### src/rtl/ej32_pkg.sv
// ============================================================================
// Module   : ej32_pkg
// Purpose  : Shared types and helpers for the eJ32 boot-image loader.
// Revision : 1.0 - initial release
// ============================================================================
`default_nettype none

package ej32_pkg;

    localparam int LD_STATE_W = 2;

    // Loader sequencing: settle the ROM, stream beats, flush the pipe, idle.
    typedef enum logic [LD_STATE_W-1:0] {
        LD_WAIT  = 2'd0,
        LD_COPY  = 2'd1,
        LD_DRAIN = 2'd2,
        LD_DONE  = 2'd3
    } ld_state_t;

    // Number of DW-byte beats needed to cover sz bytes (ceiling divide).
    function automatic int ld_beats(input int sz, input int dw);
        return (sz + dw - 1) / dw;
    endfunction

endpackage

`default_nettype wire

### src/rtl/ej32_cksum32.sv
// ============================================================================
// Module   : ej32_cksum32
// Purpose  : 32-bit modulo-sum accumulator with synchronous clear and enable.
//            'total' already includes the beat presented this cycle, so the
//            caller can compare the final sum on the same edge as the last
//            accepted write.
// Revision : 1.0 - initial release
// ============================================================================
`default_nettype none

module ej32_cksum32 (
    input  logic        clk,
    input  logic        rst,
    input  logic        clr,
    input  logic        en,
    input  logic [31:0] din,
    output logic [31:0] total
);

    logic [31:0] acc;

    assign total = acc + (en ? din : 32'h0);

    // Accumulate accepted beats; cleared on reset or when a new load begins.
    always_ff @(posedge clk or negedge rst) begin
        if (!rst) begin
            acc <= 32'h0;
        end else if (clr) begin
            acc <= 32'h0;
        end else if (en) begin
            acc <= total;
        end
    end

endmodule

`default_nettype wire

### src/rtl/ej32_img_loader.sv
// ============================================================================
// Module   : ej32_img_loader
// Purpose  : Copies a ROM-hosted eForth image into RAM in DW-byte beats with
//            RAM back-pressure, then presents the cold-start address and
//            enables the decoder. Supports reload-on-demand from DONE.
//            Optional image checksum: define EJ32_LOADER_CKSUM_EN.
// Revision : 1.0 - initial release
// ============================================================================
`default_nettype none

module ej32_img_loader
    import ej32_pkg::*;
#(
    parameter int          ASZ      = 17,
    parameter int          DW       = 4,
    parameter int          ROM_SZ   = 8192,
    parameter int          ROM_WAIT = 3,
    parameter int          RAM_BASE = 'h0,
    parameter int          COLD     = 'h0,
    parameter logic [31:0] CKSUM    = 32'h0
) (
    input  logic            clk,
    input  logic            rst,
    input  logic            reload,
    output logic            rom_re,
    output logic [ASZ-1:0]  rom_a,
    input  logic [8*DW-1:0] rom_d,
    output logic            ram_we,
    output logic [ASZ-1:0]  ram_a,
    output logic [DW-1:0]   ram_be,
    output logic [8*DW-1:0] ram_d,
    input  logic            ram_rdy,
    output logic            busy,
    output logic            done,
    output logic [ASZ-1:0]  cold_p,
    output logic            cksum_err
);

    localparam int             N         = ld_beats(ROM_SZ, DW);
    localparam int             REM       = ROM_SZ % DW;
    localparam logic [ASZ-1:0] LAST_BEAT = ASZ'(N - 1);
    localparam logic [DW-1:0]  FULL_BE   = {DW{1'b1}};
    localparam logic [DW-1:0]  LAST_BE   = (REM == 0) ? FULL_BE : (FULL_BE >> (DW - REM));
    localparam logic [ASZ-1:0] BASE_A    = ASZ'(RAM_BASE);
    localparam logic [ASZ-1:0] STEP_A    = ASZ'(DW);
    localparam logic [ASZ-1:0] COLD_A    = ASZ'(COLD);
    localparam int             CW        = (ROM_WAIT > 1) ? $clog2(ROM_WAIT + 1) : 1;
    localparam logic [CW-1:0]  WAIT_C    = CW'(ROM_WAIT);

    ld_state_t          state;
    logic [CW-1:0]      wcnt;
    logic               v1;        // ROM-return stage holds a valid beat
    logic [ASZ-1:0]     b1;        // beat index of the ROM-return stage

    logic               stall;
    logic               active;
    logic               issue;
    logic               accept;
    logic               drained;
    logic               cksum_bad;
    logic [DW-1:0]      nxt_be;
    logic [8*DW-1:0]    nxt_d;
    logic [ASZ-1:0]     nxt_a;

    assign stall   = ram_we && !ram_rdy;
    // The final WAIT cycle doubles as the first issue so that ROM_WAIT=0
    // issues beat 0 on cycle 0 without leaving the WAIT reset state.
    assign active  = (state == LD_COPY) || ((state == LD_WAIT) && (wcnt == '0));
    assign issue   = active && !stall;
    assign rom_re  = rst && issue;
    assign accept  = ram_we && ram_rdy;
    assign drained = !v1 && (!ram_we || ram_rdy);

    // Byte lanes, masked data and RAM address for the beat entering the write register.
    always_comb begin
        nxt_be = (b1 == LAST_BEAT) ? LAST_BE : FULL_BE;
        nxt_d  = '0;
        for (int i = 0; i < DW; i++) begin
            nxt_d[8*i +: 8] = nxt_be[i] ? rom_d[8*i +: 8] : 8'h00;
        end
        nxt_a  = BASE_A + (b1 * STEP_A);
    end

`ifdef EJ32_LOADER_CKSUM_EN
    logic [31:0] sum_total;

    ej32_cksum32 u_cksum (
        .clk   (clk),
        .rst   (rst),
        .clr   ((state == LD_DONE) && reload),
        .en    (accept),
        .din   (32'(ram_d)),
        .total (sum_total)
    );

    assign cksum_bad = (sum_total != CKSUM);
`else
    assign cksum_bad = 1'b0;
`endif

    // Sequencer plus the issue / ROM-return / write pipeline.
    always_ff @(posedge clk or negedge rst) begin
        if (!rst) begin
            state     <= LD_WAIT;
            wcnt      <= WAIT_C;
            rom_a     <= '0;
            v1        <= 1'b0;
            b1        <= '0;
            ram_we    <= 1'b0;
            ram_a     <= '0;
            ram_be    <= '0;
            ram_d     <= '0;
            busy      <= 1'b1;
            done      <= 1'b0;
            cold_p    <= '0;
            cksum_err <= 1'b0;
        end else begin
            if (!stall) begin
                v1     <= issue;
                b1     <= rom_a;
                ram_we <= v1;
                if (v1) begin
                    ram_a  <= nxt_a;
                    ram_be <= nxt_be;
                    ram_d  <= nxt_d;
                end
            end

            if (issue) begin
                if (rom_a == LAST_BEAT) begin
                    state <= LD_DRAIN;
                end else begin
                    state <= LD_COPY;
                    rom_a <= rom_a + ASZ'(1);
                end
            end

            case (state)
                LD_WAIT: begin
                    if (wcnt != '0) begin
                        wcnt <= wcnt - CW'(1);
                    end
                end
                LD_DRAIN: begin
                    if (drained) begin
                        state     <= LD_DONE;
                        done      <= 1'b1;
                        busy      <= 1'b0;
                        cold_p    <= COLD_A;
                        cksum_err <= cksum_bad;
                    end
                end
                LD_DONE: begin
                    if (reload) begin
                        state     <= LD_WAIT;
                        wcnt      <= WAIT_C;
                        rom_a     <= '0;
                        done      <= 1'b0;
                        busy      <= 1'b1;
                        cold_p    <= '0;
                        cksum_err <= 1'b0;
                    end
                end
                default: ;
            endcase
        end
    end

endmodule

`default_nettype wire

### config.mk
export PLATFORM = sky130hd
export DESIGN_NAME = ej32_img_loader
export DESIGN_NICKNAME = d
export VERILOG_FILES = /design/src/rtl/ej32_pkg.sv /design/src/rtl/ej32_cksum32.sv /design/src/rtl/ej32_img_loader.sv
export SDC_FILE = /design/constraint.sdc
export NUM_CORES = 1
export LEC_CHECK = 0
export ABC_AREA = 1
export CAP_MARGIN = 20
export CORE_MARGIN = 3
export CORE_UTILIZATION = 45
export CTS_CLUSTER_DIAMETER = 100
export DETAILED_ROUTE_END_ITERATION = 6
export DONT_BUFFER_PORTS = 1
export PLACE_DENSITY = 0.57
export SETUP_SLACK_MARGIN = 0.5
export SYNTH_ARGS = -nofsm -noshare
export SYNTH_HDL_FRONTEND = slang
export SYNTH_SLANG_ARGS = --single-unit
export TNS_END_PERCENT = 10
### constraint.sdc
create_clock -name clk -period 4.9 [get_ports clk]
set_input_delay 0.245 -clock clk [delete_from_list [all_inputs] [get_ports clk]]
set_output_delay 0.245 -clock clk [all_outputs]
set_load 0.005 [all_outputs]
==> results.json <==
{
  "status": "finished clean",
  "place.gp.congestion": 0.8560,
  "worstSetupEndpoint": "rom_a[16]$_DFF_PN0_",
  "htreeDepth": 3,
  "wl_per_cell_um": 15.12,
  "end_kind": "flip-flop",
  "vias": 2679,
  "required_ns": 5.13,
  "cp_slowest_stage_delay_ns": 0.50,
  "max_freq_ghz": 0.5130,
  "synth_area_um2": 4039,
  "fin_nets": 457,
  "dp_hpwl_mm": 5.541,
  "drc_errors": 0,
  "ys.warnings.count": 0,
  "clock_path_buffers": 2,
  "drtIter0Drc": 123,
  "ys_seq_area_share_pct": 54.62,
  "relSlewSlack_pct": 63.07,
  "startpoint": "rom_a[0]$_DFF_PN0_",
  "clk_pin_slew_ns": 0.10,
  "ys_seq_elements": 88,
  "insertion_delay_ns": 0.35,
  "grt_usage_pct": 15.88,
  "die_h_um": 100.7,
  "clock-skew-final_ns": 0.009926,
  "overflow": 0,
  "slowest_stage": "dfrtp_1",
  "finalHoldViolCount": 0,
  "worst_r2r_path_depth": 8,
  "p_per_area_nw_per_um2": 573.0,
  "fillerInstances": 806,
  "timing.critical_path.buf_inv": 2,
  "crit_type": "flip-flop to flip-flop",
  "synth_commonest_cells": "86 x nand2_1, 85 x dfrtp_1, 41 x inv_1",
  "first_pass_iters": 5,
  "synth.most_common_cell": "nand2_1",
  "vdd_ir_drop_max_mv": 0.2108,
  "crit_family": "simple AND/OR/NAND/NOR gates",
  "grt_pass1_vias": 2468,
  "worstMarginPinSlew_ns": 0.5520,
  "synth_cell_types": 30,
  "r2r_setup_slack_ns": 2.95,
  "path_depth": 8,
  "via_per_inst": 5.064,
  "dp.cells": 511,
  "syn_avg_cell_area_um2": 9.548,
  "cp.arrival_ns": 2.18,
  "cts.sinks": 88,
  "grt_pass1_wl_mm": 12.63,
  "hold_depth": 1,
  "hold_class": "input pin to flip-flop",
  "synth_cells": 423,
  "setup_tns_ns": 0,
  "p_leak_nw": 1.992,
  "clockRootBuffer": "clkbuf_8",
  "cts_tree": "built",
  "area_delta_synth_final_pct": 5.266,
  "synth_top_area_cell": "dfrtp_1",
  "ios": 128,
  "cts_made_buffers": 9,
  "netlist.area_leader.share_pct": 52.66,
  "synthArstFlopShare_pct": 100.0,
  "grt_setup_unrepaired": "no",
  "port_buffers": 0,
  "slew_violations": 0,
  "fin_cells": 529,
  "timing.rr.end": "rom_a[16]$_DFF_PN0_",
  "multi_input_area_um2": 1471,
  "drtAntennaViolNets": 0,
  "std_cell_rows": 33,
  "drive_gt1_share_pct": 17.92,
  "layout_min_cycle_time_ns": 1.949,
  "synth-main-ff-cell": "dfrtp_1",
  "die-area_um2": 10150,
  "start_util_pct": 47.72,
  "start_kind": "flip-flop",
  "synth_edf_count": 0,
  "post_cts_buffers": 0,
  "timing.rr.start": "rom_a[0]$_DFF_PN0_",
  "setup_viol": 0,
  "grt_max_degree": 89,
  "die_w_um": 100.7,
  "num_antenna_cells": 0,
  "cp_cell_sequence": "ha_1, nand3_2, inv_2, nand2_2, inv_2, nand2_2, o21ai_0, nor2_1",
  "synth.area.top_cells": "dfrtp_1 53%, mux2_2 8.9%, nand2_1 8.0%, buf_4 4.5%, o21ai_0 4.1%",
  "coreArea_um2": 8464,
  "seq_area_um2": 2206,
  "maxCapViolCount": 0,
  "wirelength_mm": 7.998,
  "fin_crit_sh_pct": 39.78,
  "cp_max_fo": 20,
  "antenna_found_initial": 0,
  "finish.utilization_pct": 50.23
}
[final cells by class]
cell class,count,share of cell area [%]
Multi-Input combinational cell,269,34.61
Clock inverter,6,1.766
Sequential cell,88,51.88
Clock buffer,10,3.002
Timing Repair Buffer,3,1.354
Tap cell,105,3.090
Inverter,48,4.297
[kinds of logic (layout without fill, tap and decap cells)]
| kind of cell | count (synthesis) | count (layout) | synth area share [%] |
|---|---|---|---|
| flops | 88 | 88 | 54.62 |
| mux | 32 | 32 | 8.922 |
| fa+ha+maj | 2 | 2 | 0.6195 |
| xor+xnor | 3 | 3 | 0.6507 |
| compound gates | 44 | 44 | 5.483 |
| simple gates | 168 | 168 | 18.90 |
| other cells | 1 | 20 | 0.09285 |
| buf+inv | 85 | 67 | 10.72 |
[how the worst min path moves through the flow]
| stage | from | endpoint | slack (ns) |
|---|---|---|---|
| 2_1_floorplan | rst | b1[0]$_DFFE_PN0N_ | -0.05 |
| 4_1_cts | rom_d[4] | ram_d[4]$_DFFE_PN0P_ | 0.02 |
| 3_5_place_dp | rst | ram_d[5]$_DFFE_PN0P_ | -0.05 |
| 5_1_grt | rom_d[7] | ram_d[7]$_DFFE_PN0P_ | 0.007 |
| 6_report | rom_d[4] | ram_d[4]$_DFFE_PN0P_ | 0.04 |
| 3_3_place_gp | rst | ram_d[5]$_DFFE_PN0P_ | -0.05 |
[layer usage]
metal  routed length [µm]  GRT usage [%]
met3                  709          6.367
met2                 3737          25.82
met4                   81          3.109
met1                 3469          20.15
met5                    0              0
[worst reg2reg max path, cell delays in order, from the launching register on]
cell and delay, ns:
dfrtp_1 0.50, ha_1 0.26, nand3_2 0.10, inv_2 0.09, nand2_2 0.09, inv_2 0.10
nand2_2 0.28, o21ai_0 0.32, nor2_1 0.08
[layout by cell type (no fill, tap or decap), types with 3 or more instances in the layout]
cell type	instances
nand2_1	86
dfrtp_1	85
inv_1	41
nor2_1	39
o21ai_0	33
mux2_2	32
conb_1	20
nand3_1	16
clkbuf_8	9
a21oi_1	8
nand3_2	7
nand4_1	7
inv_2	5
nand2_2	5
nor2_2	3
xnor2_1	3
dfstp_2	3
[flip-flops by register name, indices dropped and copies added (netlist names)]
register,count
ram_be,1
ram_we,1
wcnt,2
rom_a,17
state,2
done,1
v1,1
ram_d,32
busy,1
b1,15
ram_a,15
[timing repair]
action / 4_1_cts / 5_1_grt
resized for setup: 0 / 0
hold buffers: 2 / 0
endpoints found under the setup margin: 0 / 0
hold endpoints to repair: 88 / 0
[report_power, final]
part           internal (mW)  switching, mW
Sequential              1.01          0.241
Combinational          0.295          0.379
Clock                  0.244          0.264
Total                   1.55          0.884
[per-stage QoR]
| step | instance area, µm² | hold WS (ns) | worst slack (ns) | total power [mW] |
|---|---|---|---|---|
| 3_5_place_dp | 4011 | -0.04876 | 2.963 | 1.944 |
| 6_report | 4252 | 0.03732 | 2.951 | 2.436 |
| 4_1_cts | 4252 | 0.01831 | 2.945 | 2.476 |
| 5_1_grt | 4252 | 0.007137 | 2.759 | 2.630 |
| 3_3_place_gp | 3991 | -0.04878 | 2.607 | 1.898 |
| 2_1_floorplan | 4110 | -0.05059 | 3.362 | 1.777 |
Power figures use the tool's default switching activity.
